<file path="config.mk">
export PLATFORM = sky130hd
export DESIGN_NAME = fp_arbiter
export DESIGN_NICKNAME = d
export VERILOG_FILES = /design/src/rtl/fp_arbiter.sv
export SDC_FILE = /design/constraint.sdc
export NUM_CORES = 1
export LEC_CHECK = 0
export CORE_AREA = 10 10 156 158
export DETAILED_ROUTE_END_ITERATION = 8
export DIE_AREA = 0 0 166 168
export MAX_ROUTING_LAYER = met4
export PLACE_DENSITY = 0.65
export SYNTH_ARGS = -nofsm -noshare
export SYNTH_HDL_FRONTEND = slang
export SYNTH_SLANG_ARGS = --single-unit
export TNS_END_PERCENT = 5
</file>
<file path="constraint.sdc">
create_clock -name clk -period 4.9 [get_ports clk]
set_clock_uncertainty 0.1 [all_clocks]
set_input_delay 0.98 -clock clk [delete_from_list [all_inputs] [get_ports clk]]
set_output_delay 0.98 -clock clk [all_outputs]
set_load 0.01 [all_outputs]
</file>
<file path="src/rtl/fp_arbiter.sv">
// Round-robin arbiter that shares one fpUnit among NUM_REQ requesters.
// Operands are latched at grant time and held for the whole operation.
module fp_arbiter #(
   parameter int NUM_REQ        = 4,
   parameter int TIMEOUT_CYCLES = 64
) (
   input  logic                   clk,
   input  logic                   rst,
   input  logic [NUM_REQ-1:0]     req_clk_en,
   input  logic [NUM_REQ*32-1:0]  req_dataa,
   input  logic [NUM_REQ*32-1:0]  req_datab,
   input  logic [NUM_REQ*3-1:0]   req_operation,
   output logic [NUM_REQ-1:0]     req_done,
   output logic [31:0]            req_result,
   output logic [31:0]            fp_dataa,
   output logic [31:0]            fp_datab,
   output logic [2:0]             fp_operation,
   output logic                   fp_clk_en,
   input  logic                   fp_done,
   input  logic [31:0]            fp_result,
   output logic [NUM_REQ-1:0]     grant,
   output logic                   busy,
   output logic                   timeout_err
);

   localparam int IDX_W = (NUM_REQ > 1) ? $clog2(NUM_REQ) : 1;
   localparam int CNT_W = $clog2(TIMEOUT_CYCLES + 1);

   typedef enum logic [1:0] {
      IDLE,
      BUSY,
      RELEASE
   } state_t;

   state_t             state;
   state_t             state_next;
   logic [IDX_W-1:0]   last_grant;
   logic [IDX_W-1:0]   winner_idx;
   logic               winner_found;
   logic [IDX_W:0]     rr_sum;
   logic [CNT_W-1:0]   wait_cnt;
   logic               timeout_hit;
   logic [31:0]        sel_dataa;
   logic [31:0]        sel_datab;
   logic [2:0]         sel_op;

   // Scan from the slot after the last owner, wrapping, so the previous owner
   // comes last; it is also never eligible while RELEASE is in progress since
   // arbitration only runs from IDLE.
   always_comb begin
      winner_found = 1'b0;
      winner_idx   = '0;
      rr_sum       = '0;
      for (int k = 1; k <= NUM_REQ; k++) begin
         rr_sum = {1'b0, last_grant} + (IDX_W+1)'(k);
         if (rr_sum >= (IDX_W+1)'(NUM_REQ))
            rr_sum = rr_sum - (IDX_W+1)'(NUM_REQ);
         if (!winner_found && req_clk_en[rr_sum[IDX_W-1:0]]) begin
            winner_found = 1'b1;
            winner_idx   = rr_sum[IDX_W-1:0];
         end
      end
   end

   always_comb begin
      sel_dataa = '0;
      sel_datab = '0;
      sel_op    = '0;
      for (int i = 0; i < NUM_REQ; i++) begin
         if (winner_idx == IDX_W'(i)) begin
            sel_dataa = req_dataa[i*32 +: 32];
            sel_datab = req_datab[i*32 +: 32];
            sel_op    = req_operation[i*3 +: 3];
         end
      end
   end

   always_comb begin
      state_next  = state;
      timeout_hit = 1'b0;
      req_done    = '0;
      req_result  = '0;
      case (state)
         IDLE: begin
            if (winner_found)
               state_next = BUSY;
         end
         BUSY: begin
            timeout_hit = !fp_done && (wait_cnt == CNT_W'(TIMEOUT_CYCLES - 1));
            if (fp_done) begin
               req_done   = grant;
               req_result = fp_result;
               state_next = RELEASE;
            end else if (timeout_hit) begin
               req_done   = grant;
               state_next = RELEASE;
            end
         end
         RELEASE: state_next = IDLE;
         default: state_next = IDLE;
      endcase
   end

   assign fp_clk_en = (state == BUSY);
   assign busy      = (state != IDLE);

   always_ff @(posedge clk) begin
      if (rst)
         state <= IDLE;
      else
         state <= state_next;
   end

   // Reset leaves last_grant pointing at the top slot so requester 0 wins first.
   always_ff @(posedge clk) begin
      if (rst) begin
         grant        <= '0;
         last_grant   <= IDX_W'(NUM_REQ - 1);
         fp_dataa     <= '0;
         fp_datab     <= '0;
         fp_operation <= '0;
         wait_cnt     <= '0;
         timeout_err  <= 1'b0;
      end else begin
         case (state)
            IDLE: begin
               if (winner_found) begin
                  grant        <= NUM_REQ'(1) << winner_idx;
                  last_grant   <= winner_idx;
                  fp_dataa     <= sel_dataa;
                  fp_datab     <= sel_datab;
                  fp_operation <= sel_op;
                  wait_cnt     <= '0;
               end
            end
            BUSY: begin
               wait_cnt <= wait_cnt + CNT_W'(1);
               if (timeout_hit)
                  timeout_err <= 1'b1;
            end
            RELEASE: grant <= '0;
            default: ;
         endcase
      end
   end

endmodule

</file>
==> results.toml, run 1 <==
[clocking]
post-cts-setup-buffer-count = 0
cts_sinks = 83
cts_max_path_buffers = 2
cts-root-buf = "clkbuf_16"
postCtsHoldBufs = 0
cts_tree = "done"
cts.repair.resized = 0
clk_latency_ns = 0.34
htree_levels = 3
clk_pin_slew_ns = 0.06
numCtsBuffers = 9

[synth]
synth_area_leaders = "dfxtp_1 (28%), o21ai_0 (11%), a32oi_1 (9.6%)"
synth-warning-count = 0
synth_top_area_share = 0.276
synth.avg_cell_area_um2 = 7.17
synth-seq-cells = 83
ys_seq_area_frac = 0.276
yosys.area.top_type = "dfxtp_1"
syn-instance-count = 841
syn_area_um2 = 6030
syn_nets = 1149
yosysUniqueCellTypes = 41

[floorplanning]
rows = 54
dieWidth_um = 166
core-area_um2 = 21400
fp.dieH_um = 168
start_util = 0.282
pin_count = 417
fp.dieArea_um2 = 27900

[timing]
fmaxAchievable_ghz = 0.262
slew_violations = 0
setup_ws_ns = 1.09
min_period_over_period = 0.778
hold_viol = 0
rsz0062_at_grt = "no"
tns_ns = 0
slew-limit-headroom = 0.376
fin_crit_ns = 3.81
holdWs_ns = 0.378
worst_pin_slew_ns = 0.937
finalSetupViolations = 0

[flow_run]
max-cap-violations = 0

[routing]
vias_per_cell = 5.51
routed_wl_mm = 33.4
ant_nets = 0
first_pass_iters = 4
drtIter0Drc = 616
drc_errors = 0
wl_per_cell_um = 22.7
vias = 8092

[hold_path]
hp-class = "register to register"

[cells_and_area]
drive_above_1_share = 0.0387
layout_commonest_cell = "clkdlybuf4s50_1"
areaGrowthSynthToFinish_pct = 75.9
layout.nets = 1491
final_util = 0.495
mostFrequentLayoutCells = "clkdlybuf4s50_1 (416), o21ai_0 (136), dfxtp_1 (83), a21oi_1 (77)"

[worst_setup_path]
cp.required_ns = 3.82
crit_slowest_cell = "clkdlybuf4s50_1"
endpoint_kind = "output pin"
path_cells = "clkdlybuf4s50_1 > buf_4 > nor2_1 > nor2_1 > and2_1 > clkdlybuf4s50_1"
critPathArrivalTime_ns = 2.73
critical_path_class = "input port to output pin"
slowest_delay_ns = 0.55
cp_top_family = "buffers and inverters"
reg2reg_setup_slack_ns = 2.42
cp-start-kind = "input port"
path_max_fanout = 34
critPathBufInv = 3

[run_status]
status = "finished, final reports clean"

[power]
powerDensity_nw_per_um2 = 264
p_total_mw = 2.80
peakVddDrop_v = 0.000147
leakage_nw = 3.73

[placement]
dp_hpwl_mm = 23.9
dp_slack_ns = 1.10
place.gp.congestion = 0.838
io_buffers = 416

[global_route]
grt.total_usage = 0.226
antenna_found_initial = 1
grt_pass1_wl_mm = 48.9
grt_overflow = 0
grt_start_max_net_pins = 134
grt_pass1_vias = 7997
## per-layer routing
layer  GRT usage  part of all wire  routed length [um]  vias to the layer above
li1            -                 -                   -                     3878
met1       0.266              0.43               14200                     3823
met2       0.385              0.49               16500                      362
met3      0.0475             0.063                2110                       29
met4      0.0547             0.016                 535                        0
met5           -                 0                   0                        -
## power breakdown
| group | internal [mW] | switching (mW) |
|---|---|---|
| clock | 0.409 | 0.302 |
| sequential | 0.759 | 0.0660 |
| combinational | 0.621 | 0.640 |
## per-stage QoR
step	area, um^2	instances
floorplan	6030	841
global placement	10300	1452
detailed placement	10300	1452
CTS	10600	1468
global route	10600	1469
finish	10600	1469
## worst paths after layout
path                                     from      endpoint  cells past startpoint
worst max-delay path                  fp_done   req_done[0]                      6
worst max register to register  last_grant[1]  fp_datab[24]                      6
worst min register to register    wait_cnt[5]   wait_cnt[5]                      1
worst min-delay path              wait_cnt[5]   wait_cnt[5]                      1
## cells by family (layout without fill, tap and decap cells)
group	count (synthesis)	count (layout)	share of synthesized area
flops	83	83	0.276
fa+ha+maj	1	1	0.00207
buf+inv	109	456	0.0838
simple gates	218	218	0.174
other cells	0	1	0
compound gates	427	427	0.459
mux	3	3	0.00498
## flip-flops by register name, summed over array words and instances, names as in the netlist
signal and count:
wait_cnt 7, timeout_err 1, fp_operation 3, last_grant 2
state 2, fp_datab 32, grant 4, fp_dataa 32
## layout make-up
class | instances | area (um^2)
sequential | 83 | 1660
fill | 2127 | 10800
clock buffer | 12 | 246
clock inverter | 4 | 50.0
tap | 280 | 350
multi-input combinational | 649 | 3910
antenna | 1 | 2.50
inverter | 4 | 15.0
timing repair buffer | 436 | 4380
## cell usage after synthesis, drive strengths merged
master and number:
a211oi 2, or3 2, nand2 72, or2 2
clkinv 1, o21bai 1, o211a 1, nand3 71
and3b 1, a32oi 66, nor2 22, nand3b 1
and3 33, a22oi 66, buf 40, o221ai 1
a21bo 1, o22ai 1, inv 3, and2 6
a2bb2oi 4, o311ai 1, nor3 2, clkbuf 65
mux2i 3, or4 2, o21a 67, ha 1
o21ai 138, a21oi 78, nand2b 4, dfxtp 83
No activity file was read; power rests on OpenSTA's default activity.
==> run 2: changes to the inputs <==
--- a/config.mk
+++ b/config.mk
@@ -5,11 +5,11 @@
 export SDC_FILE = /design/constraint.sdc
 export NUM_CORES = 1
 export LEC_CHECK = 0
-export CORE_AREA = 10 10 156 158
+export CORE_AREA = 10 10 153 155
 export DETAILED_ROUTE_END_ITERATION = 8
-export DIE_AREA = 0 0 166 168
+export DIE_AREA = 0 0 163 165
 export MAX_ROUTING_LAYER = met4
-export PLACE_DENSITY = 0.65
+export PLACE_DENSITY = 0.68
 export SYNTH_ARGS = -nofsm -noshare
 export SYNTH_HDL_FRONTEND = slang
 export SYNTH_SLANG_ARGS = --single-unit
==> constraint.sdc (replaced) <==
create_clock -name clk -period 3.55 [get_ports clk]
set_clock_uncertainty 0.1 [all_clocks]
set_input_delay 0.71 -clock clk [delete_from_list [all_inputs] [get_ports clk]]
set_output_delay 0.71 -clock clk [all_outputs]
set_load 0.01 [all_outputs]
==> run 2 against run 1 <==
Flip-flop and latch count unchanged. Cell area grew 1.2%. Sequential share of layout area down 0.18 points. Critical endpoint is now req_done[1]. Register-to-register slack worse by 1.2 ns. Critical path type is now register to output pin. Clock-buffer cell count fell by 1. Hold slack improved by 0.0052 ns.
==> results.toml, run 2 (synthesized netlist as in run 1, its figures left out) <==
[run_status]
status = "finished, final reports clean"

[worst_setup_path]
cp.required_ns = 2.74
path_max_fanout = 5
r2r_cells = 6
cp_top_family = "simple AND/OR/NAND/NOR gates"
reg2reg_setup_slack_ns = 1.25
regToRegEndpoint = "fp_dataa[20]"
crit_path_frequent_cell = "nor2_1"
path_cells = "ha_1 > nand3_1 > nor3_1 > nor2_1 > nor2_1 > and2_1 > clkdlybuf4s50_1"
critPathBufInv = 1
crit_slowest_cell = "clkdlybuf4s50_1"
critPathArrivalTime_ns = 2.47
critical_path_class = "register to output pin"
cp-start-kind = "register"
r2r-start = "last_grant[1]"
slowest_delay_ns = 0.54
endpoint_kind = "output pin"

[clocking]
numCtsBuffers = 9
cts-root-buf = "clkbuf_16"
postCtsHoldBufs = 0
htree_levels = 3
cts_max_path_buffers = 2
clk_latency_ns = 0.34
cts_sinks = 83
clk_pin_slew_ns = 0.06
cts.repair.resized = 0
post-cts-setup-buffer-count = 0
cts_tree = "done"

[timing]
min_period_over_period = 0.924
slew-limit-headroom = 0.431
tns_ns = 0
hold_viol = 0
rsz0062_at_grt = "no"
slew_violations = 0
fmaxAchievable_ghz = 0.305
worst_pin_slew_ns = 0.850
fin_crit_ns = 3.28
finalSetupViolations = 0

[cells_and_area]
layout.nets = 1500
areaGrowthSynthToFinish_pct = 78.0
top_regs = "fp_dataa: 32 flops, fp_datab: 32 flops, wait_cnt: 7 flops"
n_fill_cell = 1965
layout_commonest_cell = "clkdlybuf4s50_1"
drive_above_1_share = 0.0452
mostFrequentLayoutCells = "clkdlybuf4s50_1 (416), o21ai_0 (136), dfxtp_1 (83), a21oi_1 (77)"

[global_route]
antenna_found_initial = 4
grt_start_max_net_pins = 83
grt.total_usage = 0.233
grt_pass1_vias = 8011
grt_pass1_wl_mm = 48.0
grt_overflow = 0

[floorplanning]
dieWidth_um = 163
start_util = 0.299
pin_count = 417
core-area_um2 = 20200
fp.dieH_um = 165
fp.dieArea_um2 = 26900
rows = 52

[hold_path]
hold_path_depth = 1
min_from = "wait_cnt[5]"
hp-class = "register to register"
whs_endpoint = "wait_cnt[5]"

[routing]
first_pass_iters = 5
ant_nets = 0
drc_errors = 0
vias_per_cell = 5.56
wl_per_cell_um = 22.5
drtIter0Drc = 697
routed_wl_mm = 33.0
vias = 8164

[placement]
io_buffers = 416
dp_hpwl_mm = 24.1
place.gp.congestion = 0.873

[power]
peakVddDrop_v = 0.000225
leakage_nw = 3.80
p_total_mw = 3.86
powerDensity_nw_per_um2 = 360

[flow_run]
max-cap-violations = 0
-- run 2: changes by cell type in the layout (fill, tap and decap cells not counted) --
cell        delta
buf_12         +6
buf_4          +3
diode_2        +3
clkinvlp_4     -2
clkbuf_1       -1
clkinv_2       +1
-- run 2: through the flow --
stage	cells	worst slack, ns	area, um^2	utilization	hold slack, ns
6_report	1469	0.270	10700	0.532	0.383
5_1_grt	1469	0.0425	10700	0.532	0.414
4_1_cts	1465	0.230	10700	0.532	0.379
3_5_place_dp	1451	0.361	10400	0.518	0.364
3_3_place_gp	1451	0.416	10400	0.518	0.362
2_1_floorplan	841	1.28	6030	-	0.337
-- run 2: layer usage --
layer  routed length (um)  GRT usage  vias to the layer above  share of wire
met3                 2870     0.0702                       31          0.087
met4                  622     0.0820                        0          0.019
li1                     -          -                     3902              -
met1                13400      0.269                     3865           0.40
met2                16200      0.378                      366           0.49
met5                    0          -                        -              0
-- run 2: report_power, final --
| part | leakage [nW] | switching (mW) | total [mW] | internal, mW |
|---|---|---|---|---|
| sequential | 0.681 | 0.0930 | 1.14 | 1.05 |
| clock | 0.141 | 0.394 | 0.949 | 0.555 |
| combinational | 2.98 | 0.880 | 1.77 | 0.893 |
-- run 2: how the worst max path moves through the flow --
stage                              from            to  slack, ns  depth (start not counted)
after global placement    req_clk_en[3]      grant[1]       0.42                          7
after detailed placement  req_clk_en[3]  fp_dataa[20]       0.36                          7
final                       wait_cnt[0]   req_done[1]       0.27                          7
after global routing        wait_cnt[0]   req_done[1]       0.04                          7
after floorplan           req_clk_en[3]   fp_dataa[0]       1.28                          7
after CTS                   wait_cnt[0]   req_done[3]       0.23                          7
-- run 2: area by class of cell --
class	count	area (um^2)	share of cell area
antenna	4	10.0	0.000933
multi-input combinational	649	3910	0.364
tap	270	338	0.0315
sequential	83	1660	0.155
timing repair buffer	445	4520	0.421
inverter	4	15.0	0.00140
clock inverter	3	40.0	0.00373
clock buffer	11	243	0.0226
-- run 2: worst register-to-register path, delay by kind of cell, from the launching register on --
family          cells  cell delay [ns]
flops               1             0.44
mux                 1             0.21
buf+inv             1             0.31
compound gates      4             1.13
